--- src/rtl/rom_download_bridge_if.sv ---
// Bus bundle between hps_io (ioctl side) and the ROM memory controller (toggle req/ack side).
// The bridge uses the slave view; the environment (hps_io + memory model) uses the master view.
interface rom_download_bridge_if #(
    parameter int AW = 25,
    parameter int DW = 16
);
    logic          ioctl_download;
    logic          ioctl_wr;
    logic [AW-1:0] ioctl_addr;
    logic [DW-1:0] ioctl_data;
    logic          ioctl_wait;
    logic [AW-1:0] wr_addr;
    logic [DW-1:0] wr_data;
    logic          wr_req;
    logic          wr_ack;

    modport master (
        output ioctl_download, ioctl_wr, ioctl_addr, ioctl_data, wr_ack,
        input  ioctl_wait, wr_addr, wr_data, wr_req
    );

    modport slave (
        input  ioctl_download, ioctl_wr, ioctl_addr, ioctl_data, wr_ack,
        output ioctl_wait, wr_addr, wr_data, wr_req
    );
endinterface

--- src/rtl/rom_download_bridge.sv ---
// Buffers ioctl download words in a small FIFO and issues them to the ROM memory
// controller over a toggle req/ack handshake; tracks loaded size, overflow and completion.
//
//   state  | meaning
//   S_IDLE | no write outstanding; may issue FIFO head when wr_req == wr_ack
//   S_BUSY | write issued; waiting for wr_ack to match wr_req
module rom_download_bridge #(
    parameter int AW    = 25,
    parameter int DW    = 16,
    parameter int DEPTH = 4,
    parameter bit SWAP  = 1'b1
) (
    input  logic                  clk_sys,
    input  logic                  reset,
    rom_download_bridge_if.slave  bus,
    output logic [AW-1:0]         rom_size,
    output logic                  overflow,
    output logic                  done
);
    localparam int              PW         = $clog2(DEPTH);
    localparam int              NB         = DW / 8;
    localparam logic [AW-1:0]   WORD_BYTES = AW'(NB);
    localparam logic [PW:0]     FULL_CNT   = (PW+1)'(DEPTH);
    localparam logic [PW:0]     WAIT_CNT   = (PW+1)'(DEPTH - 1);

    typedef enum logic {S_IDLE, S_BUSY} state_t;

    state_t        state, state_next;

    logic [AW-1:0] fifo_addr [DEPTH];
    logic [DW-1:0] fifo_data [DEPTH];
    logic [PW-1:0] head, tail, head_base, tail_base;
    logic [PW:0]   count, count_base, count_next;
    logic          dl_prev, dl_rise;
    logic          done_armed, done_cond;
    logic          push, pop, full_base, empty_base;
    logic [AW-1:0] push_end, rom_size_base;
    logic [DW-1:0] push_data;

    function automatic logic [DW-1:0] byte_swap(input logic [DW-1:0] d);
        logic [DW-1:0] r;
        r = '0;
        for (int i = 0; i < NB; i++) begin
            r[8*i +: 8] = d[DW-8-8*i +: 8];
        end
        return r;
    endfunction

    // A download rising edge restarts the FIFO and size tracking in the same cycle,
    // so a strobe coincident with the edge lands in a freshly emptied FIFO.
    always_comb begin
        dl_rise       = bus.ioctl_download & ~dl_prev;
        head_base     = dl_rise ? '0 : head;
        tail_base     = dl_rise ? '0 : tail;
        count_base    = dl_rise ? '0 : count;
        rom_size_base = dl_rise ? '0 : rom_size;
        full_base     = (count_base == FULL_CNT);
        empty_base    = (count_base == '0);
        push          = bus.ioctl_wr & ~full_base;
        push_end      = bus.ioctl_addr + WORD_BYTES;
        push_data     = SWAP ? byte_swap(bus.ioctl_data) : bus.ioctl_data;
        done_cond     = done_armed & ~bus.ioctl_download & (count == '0) &
                        (state == S_IDLE) & (bus.wr_req == bus.wr_ack);
    end

    always_comb begin
        state_next = state;
        pop        = 1'b0;
        case (state)
            S_IDLE: begin
                if (!empty_base && (bus.wr_req == bus.wr_ack)) begin
                    pop        = 1'b1;
                    state_next = S_BUSY;
                end
            end
            S_BUSY: begin
                if (bus.wr_req == bus.wr_ack) begin
                    state_next = S_IDLE;
                end
            end
            default: state_next = S_IDLE;
        endcase
    end

    always_comb begin
        count_next = count_base + (PW+1)'(push) - (PW+1)'(pop);
    end

    always_ff @(posedge clk_sys) begin
        if (push) begin
            fifo_addr[tail_base] <= bus.ioctl_addr;
            fifo_data[tail_base] <= push_data;
        end
    end

    always_ff @(posedge clk_sys) begin
        if (reset) begin
            state          <= S_IDLE;
            head           <= '0;
            tail           <= '0;
            count          <= '0;
            dl_prev        <= 1'b0;
            done_armed     <= 1'b0;
            done           <= 1'b0;
            overflow       <= 1'b0;
            rom_size       <= '0;
            bus.ioctl_wait <= 1'b0;
            bus.wr_req     <= 1'b0;
            bus.wr_addr    <= '0;
            bus.wr_data    <= '0;
        end else begin
            state          <= state_next;
            dl_prev        <= bus.ioctl_download;
            head           <= head_base + PW'(pop);
            tail           <= tail_base + PW'(push);
            count          <= count_next;
            bus.ioctl_wait <= (count_next >= WAIT_CNT);
            overflow       <= (dl_rise ? 1'b0 : overflow) | (bus.ioctl_wr & full_base);
            if (push && (push_end > rom_size_base)) begin
                rom_size <= push_end;
            end else begin
                rom_size <= rom_size_base;
            end
            if (pop) begin
                bus.wr_addr <= fifo_addr[head_base];
                bus.wr_data <= fifo_data[head_base];
                bus.wr_req  <= ~bus.wr_req;
            end
            done       <= done_cond;
            done_armed <= dl_rise | (done_armed & ~done_cond);
        end
    end
endmodule

--- src/flat_wrapper.sv ---
// flat-port wrapper written by rule: the top's interface ports become plain ports
module rom_download_bridge_flat 
#(
    parameter int AW    = 25,
    parameter int DW    = 16,
    parameter int DEPTH = 4,
    parameter bit SWAP  = 1'b1
)
  (clk_sys, reset, rom_size, overflow, done, bus_ioctl_download, bus_ioctl_wr, bus_ioctl_addr, bus_ioctl_data, bus_wr_ack, bus_ioctl_wait, bus_wr_addr, bus_wr_data, bus_wr_req);
  rom_download_bridge_if #(.AW(AW), .DW(DW)) bus_i ();
  input  logic clk_sys;
  input  logic reset;
  output logic [AW-1:0] rom_size;
  output logic overflow;
  output logic done;
  input wire logic [$bits(bus_i.ioctl_download)-1:0] bus_ioctl_download;
  input wire logic [$bits(bus_i.ioctl_wr)-1:0] bus_ioctl_wr;
  input wire logic [$bits(bus_i.ioctl_addr)-1:0] bus_ioctl_addr;
  input wire logic [$bits(bus_i.ioctl_data)-1:0] bus_ioctl_data;
  input wire logic [$bits(bus_i.wr_ack)-1:0] bus_wr_ack;
  output wire logic [$bits(bus_i.ioctl_wait)-1:0] bus_ioctl_wait;
  output wire logic [$bits(bus_i.wr_addr)-1:0] bus_wr_addr;
  output wire logic [$bits(bus_i.wr_data)-1:0] bus_wr_data;
  output wire logic [$bits(bus_i.wr_req)-1:0] bus_wr_req;
  assign bus_i.ioctl_download = bus_ioctl_download;
  assign bus_i.ioctl_wr = bus_ioctl_wr;
  assign bus_i.ioctl_addr = bus_ioctl_addr;
  assign bus_i.ioctl_data = bus_ioctl_data;
  assign bus_i.wr_ack = bus_wr_ack;
  assign bus_ioctl_wait = bus_i.ioctl_wait;
  assign bus_wr_addr = bus_i.wr_addr;
  assign bus_wr_data = bus_i.wr_data;
  assign bus_wr_req = bus_i.wr_req;
  rom_download_bridge #(.AW(AW), .DW(DW), .DEPTH(DEPTH), .SWAP(SWAP)) u_core (.clk_sys(clk_sys), .reset(reset), .bus(bus_i), .rom_size(rom_size), .overflow(overflow), .done(done));
endmodule
--- config.mk ---
export PLATFORM = sky130hd
export DESIGN_NAME = rom_download_bridge_flat
export DESIGN_NICKNAME = d
export VERILOG_FILES = /design/src/rtl/rom_download_bridge_if.sv /design/src/rtl/rom_download_bridge.sv /design/src/flat_wrapper.sv
export SDC_FILE = /design/constraint.sdc
export NUM_CORES = 1
export LEC_CHECK = 0
export ABC_AREA = 0
export CORE_UTILIZATION = 56
export CTS_CLUSTER_SIZE = 40
export DETAILED_ROUTE_END_ITERATION = 12
export GPL_TIMING_DRIVEN = 0
export PLACE_DENSITY = 0.8
export SLEW_MARGIN = 5
export SYNTH_ARGS = -nofsm -noshare
export SYNTH_HDL_FRONTEND = slang
export SYNTH_SLANG_ARGS = --single-unit
--- constraint.sdc ---
create_clock -name clk_sys -period 5.3 [get_ports clk_sys]
set_input_delay 1.06 -clock clk_sys [delete_from_list [all_inputs] [get_ports clk_sys]]
set_output_delay 1.06 -clock clk_sys [all_outputs]
set_load 0.05 [all_outputs]
# Word level (Yosys, flattened, before mapping)
# Memory sizes are Yosys's and may differ from the RTL's. A register that Yosys moved wholly into a read port is not among the register bits.
# Cells that the tools add are included.
# W data, S select, Z words.
# totals
regBits,39
mem_bits_rw,164
elab_cells,55
n_memories,2
# op_classes
n_addsub,5
order_cmp,2
n_eq_ne,2
mux,12
bitwise,16
reduce_logical,5
# mem_list
name,depth,width,rd,rd_clocked_by_memory_dff,write_ports,line_no,source
u_core.fifo_addr,4,25,1,1,1,rom_download_bridge.sv:30,logic [AW-1:0] fifo_addr [DEPTH];
u_core.fifo_data,4,16,1,1,1,rom_download_bridge.sv:31,logic [DW-1:0] fifo_data [DEPTH];
# ops
operator,count
$mux W25,2
$add A25 B2 Y25 const B,1
$gt A25 B25 Y1,1
$and A1 B1 Y1,8
$logic_not A3 Y1,2
$mux W1,6
$not A1 Y1,6
$add A2 B1 Y2,2
$mux W2,2
$add A3 B1 Y3,1
$eq A3 B3 Y1 const B,1
$ge A3 B2 Y1 const B,1
$mux W3,1
$sub A3 B1 Y3,1
$logic_and A1 B1 Y1,2
$or A1 B1 Y1,2
$pmux W1 S2,1
$eq A1 B1 Y1,1
$logic_not A1 Y1,1

# Depth between registers and ports, before layout
# logic_depth
depth_word,10
mapped_depth,14
depth_no_buf,12

# Worst setup path before layout
# Ideal clock, no wire load.
# synth_timing
kind,input-to-reg
startpoint,in bus_ioctl_download
endpoint,mem u_core.fifo_addr[2][0] (enable)
setup_time_ns,0.490
t_arrival_ns,4.409
t_required_ns,4.810
path_slack_ns,0.401
cell_stages,5
n_path_buf,0
cell_sequence,and2b_1 > o21ai_0 > inv_1 > nand2_1 > nor3_1
# synth_between
elab_chain_len,7
elab_cells_between_ends,8
# synth_lines
element,line_no,source
start: declaration,flat_wrapper.sv:16,input wire logic [$bits(bus_i.ioctl_download)-1:0] bus_ioctl_download;
$and A1 B1 Y1 *,rom_download_bridge.sv:52,dl_rise = bus.ioctl_download & ~dl_prev;
$mux W3,rom_download_bridge.sv:55,count_base = dl_rise ? '0 : count;
$eq A3 B3 Y1,rom_download_bridge.sv:57,full_base = (count_base == FULL_CNT);
$not A1 Y1,rom_download_bridge.sv:59,push = bus.ioctl_wr & ~full_base;
$and A1 B1 Y1,rom_download_bridge.sv:59,
$mux W1,rom_download_bridge.sv:90,if (push) begin
$mux W1 (not written as such),rom_download_bridge.sv:91,fifo_addr[tail_base] <= bus.ioctl_addr;
end: declaration,rom_download_bridge.sv:30,
# Every way passes the cells marked *; elsewhere a longest branch is shown, timed or not.

# Final worst setup path
# layout_timing
startpoint,in bus_ioctl_addr[2]
endpoint,reg u_core.rom_size[10]
# layout_between
elab_chain_len,4
# layout_lines
element,line_no,source
start: declaration,flat_wrapper.sv:18,input wire logic [$bits(bus_i.ioctl_addr)-1:0] bus_ioctl_addr;
$add A25 B2 Y25 *,rom_download_bridge.sv:60,push_end = bus.ioctl_addr + WORD_BYTES;
$gt A25 B25 Y1,rom_download_bridge.sv:119,if (push && (push_end > rom_size_base)) begin
$logic_and A1 B1 Y1,rom_download_bridge.sv:119,
$mux W25 *,rom_download_bridge.sv:119,
end signal: assignment,rom_download_bridge.sv:120,rom_size <= push_end;
end signal: assignment,rom_download_bridge.sv:122,rom_size <= rom_size_base;
end: declaration,rom_download_bridge.sv:16,"output logic [AW-1:0] rom_size,"
# Marked as above.
# A chain may end at the register's enable or synchronous reset.

==> results.cfg <==
[pwr]
sequentialPowerShare_pct = 41.2
combPwrFrac_pct = 25.3
p_sw_share_pct = 31.6
peakVddDrop_uv = 289
p_clk_share_pct = 33.5
power.switching_mw = 1.76
leakagePower_nw = 4.35
p_per_area_nw_per_um2 = 442
intPower_mw = 3.82

[critical_path]
slowest_stage = clkdlybuf4s50_1
arrival_ns = 5.41
path_max_fanout = 10
start_kind = primary input
cp_cell_sequence = clkdlybuf4s50_1, ha_1, nand4_1, nor4_2, nand3_1, xnor2_1, ha_1, nand4_2, nor4_4, nand4_2, o21ai_1, clkbuf_1, nor3_1, a211oi_2
critPathRequiredTime_ns = 5.73
setup.worst_path.end_class = flip-flop
crit_family = simple AND/OR/NAND/NOR gates
path_class = in2reg
cp_num_buf_inv = 2
cpPeakStageDelay_ns = 0.74

[synth]
yosys-top-cells-count = edfxtp_1, nand2_1, dfxtp_1
yosysMostFrequentCell = edfxtp_1
synth_seq_cells = 244
syn_avg_cell_area_um2 = 11.9
yosysWarnings = 0
synth_edf_count = 164
synth_top_area_share_pct = 48.3
synth_area_um2 = 10200
seq_area_frac_synth_pct = 64.0
syn_inst = 857
ys_types = 46
synthArstFlopShare_pct = 0
synth-main-ff-cell = edfxtp_1
yosys.area.top_type = edfxtp_1
postSynthNetCount = 934
yosys-top-cells-area = edfxtp_1, dfxtp_1, nand2_1

[cells_and_area]
utilization_pct = 72.1
drive_gt1_share_pct = 7.21
antenna_cells = 0
area_growth_syn_to_layout_pct = 24.0
final_nets = 1085
filler_cell_count = 1200

[sta]
fin_crit_sh_pct = 94.0
tightestPinTransition_ns = 0.828
rsz0062_at_grt = no
finalHoldViolations = 0
skew_ns = 0.00707
maxClockFrequency_mhz = 201
finalMaxSlewViolations = 0
timing.final.ws_setup_ns = 0.321
period_minus_slack_ns = 4.98
setup_viol = 0
max_slew_margin_pct = 44.8

[clock_network]
hold_buffers = 0
clk_latency_ns = 0.52
cts.clk_slew.worst_paths_ns = 0.06
htree_levels = 1
cts_buffers = 25
cts_tree = built
post_cts_buffers = 0
clock_path_buffers = 3
ctsResizeCount = 0
clock_sinks = 244
clockRootBuffer = clkbuf_16

[global_route]
grt_max_degree = 24
overflow = 0
grt_util_all_layers_pct = 27.5
grt_antenna_before_repair = 0
grt_pass1_wl_mm = 38.7
grt_pass1_vias = 7427

[detailed_routing]
drt-vias-per-instance = 6.06
ant_nets = 0
wire_per_inst_um = 20.1
route.detailed.drc = 0
vias = 7585
drt_iter0_drc = 619
drt_wl_total_mm = 25.1
first_pass_iters = 5

[place]
hpwl_mm = 16.8
portBuffers = 114
place.gp.congestion = 0.852
place_worst_setup_slack_ns = -0.125

[floorplanning]
core_area_um2 = 17500
rows = 48
die_area_um2 = 18700
fp.dieW_um = 137
initial_utilization_pct = 58.1
die_h_um = 137
ioPinCount = 116

[hold_path]
hold_path_class = reg2reg

[run]
drv_cap = 0

[run_status]
run_status = complete, no violations
## tightest hold or removal path: cells and delay by family (launching register included)
kind               cells  cell delay (ns)
DFF                    1             0.32
and+or+nand+nor        1             0.07
AOI/OAI and AO/OA      1             0.06
## per-layer routing
layer  vias up  GRT usage (%)  share of wire [%]  wire length, um
met5         -              0                  0                0
met4         0           11.5                3.3              833
met3        71           4.44                8.4             2120
met2       400           45.8                 48            12000
met1      3623           35.8                 40            10100
li1       3491              -                  -                -
## path summary, 6_finish.rpt
kind	end	depth (start not counted)	start	slack (ns)
max	u_core.rom_size[10]	14	bus_ioctl_addr[2]	0.32
min	u_core.bus.wr_addr[21]	2	u_core.bus.wr_addr[21]	0.49
max reg2reg	u_core.rom_size[10]	12	u_core.dl_prev	1.41
min reg2reg	u_core.bus.wr_addr[21]	2	u_core.bus.wr_addr[21]	0.49
## power by group through the flow
stage | clock [mW] | sequential [mW] | combinational [mW]
after detailed placement | 0 | 2.34 | 1.40
after floorplan | 0 | 2.66 | 0.581
after global placement | 0 | 2.34 | 1.35
after global routing | 1.96 | 2.32 | 1.52
after CTS | 1.88 | 2.30 | 1.41
final | 1.87 | 2.30 | 1.41
## per-stage QoR
| stage | cell area [um^2] | instances | total power [mW] | TNS (ns) | hold slack, ns |
|---|---|---|---|---|---|
| after floorplan | 10200 | 857 | 3.24 | 0 | 0.449 |
| after global placement | 11600 | 1196 | 3.70 | -210.75 | 0.465 |
| after detailed placement | 11800 | 1206 | 3.74 | -0.760 | 0.474 |
| after CTS | 12600 | 1251 | 5.59 | 0 | 0.489 |
| after global routing | 12600 | 1251 | 5.79 | 0 | 0.504 |
| final | 12600 | 1251 | 5.59 | 0 | 0.485 |
## area by class of cell
type | count | area, um^2 | area share (%)
Sequential cell | 244 | 6530 | 51.6
Multi-Input combinational cell | 548 | 3430 | 27.1
Buffer | 54 | 218 | 1.72
Tap cell | 225 | 282 | 2.23
Timing Repair Buffer | 124 | 1270 | 10.0
Clock buffer | 32 | 692 | 5.47
Clock inverter | 13 | 191 | 1.51
Inverter | 11 | 41.3 | 0.327
## cell families (layout without fill, tap and decap cells)
group,Yosys count,after routing,synth area share [%]
compound gates,182,182,12.9
xor+xnor,26,26,2.23
fa+ha+maj,31,31,3.88
buf+inv,65,234,2.54
flops,244,244,64.0
mux,1,1,0.0982
simple gates,308,308,14.3
## cell usage in the layout, fill, tap and decap left out, drive strengths merged, types with 2 or more instances in the layout
cell type / n
a211oi: 58
a21o: 2
a21oi: 51
a311oi: 41
a31oi: 2
and2: 4
and3: 5
and4: 4
buf: 17
bufinv: 5
clkbuf: 79
clkdlybuf4s50: 114
clkinv: 10
dfxtp: 80
edfxtp: 164
ha: 30
inv: 9
nand2: 129
nand2b: 2
nand3: 14
nand4: 18
nor2: 62
nor2b: 45
nor3: 21
nor4: 2
o21ai: 17
o31ai: 5
xnor2: 20
xor2: 6
## flip-flops by register name (all words and copies together) (netlist names)
name	flops
u_core.bus.ioctl_wait	1
u_core.bus.wr_addr	25
u_core.bus.wr_data	16
u_core.bus.wr_req	1
u_core.count	3
u_core.dl_prev	1
u_core.done	1
u_core.done_armed	1
u_core.fifo_addr	100
u_core.fifo_data	64
u_core.head	2
u_core.overflow	1
u_core.rom_size	25
u_core.state	1
u_core.tail	2
No activity file was read; power rests on OpenSTA's default activity.
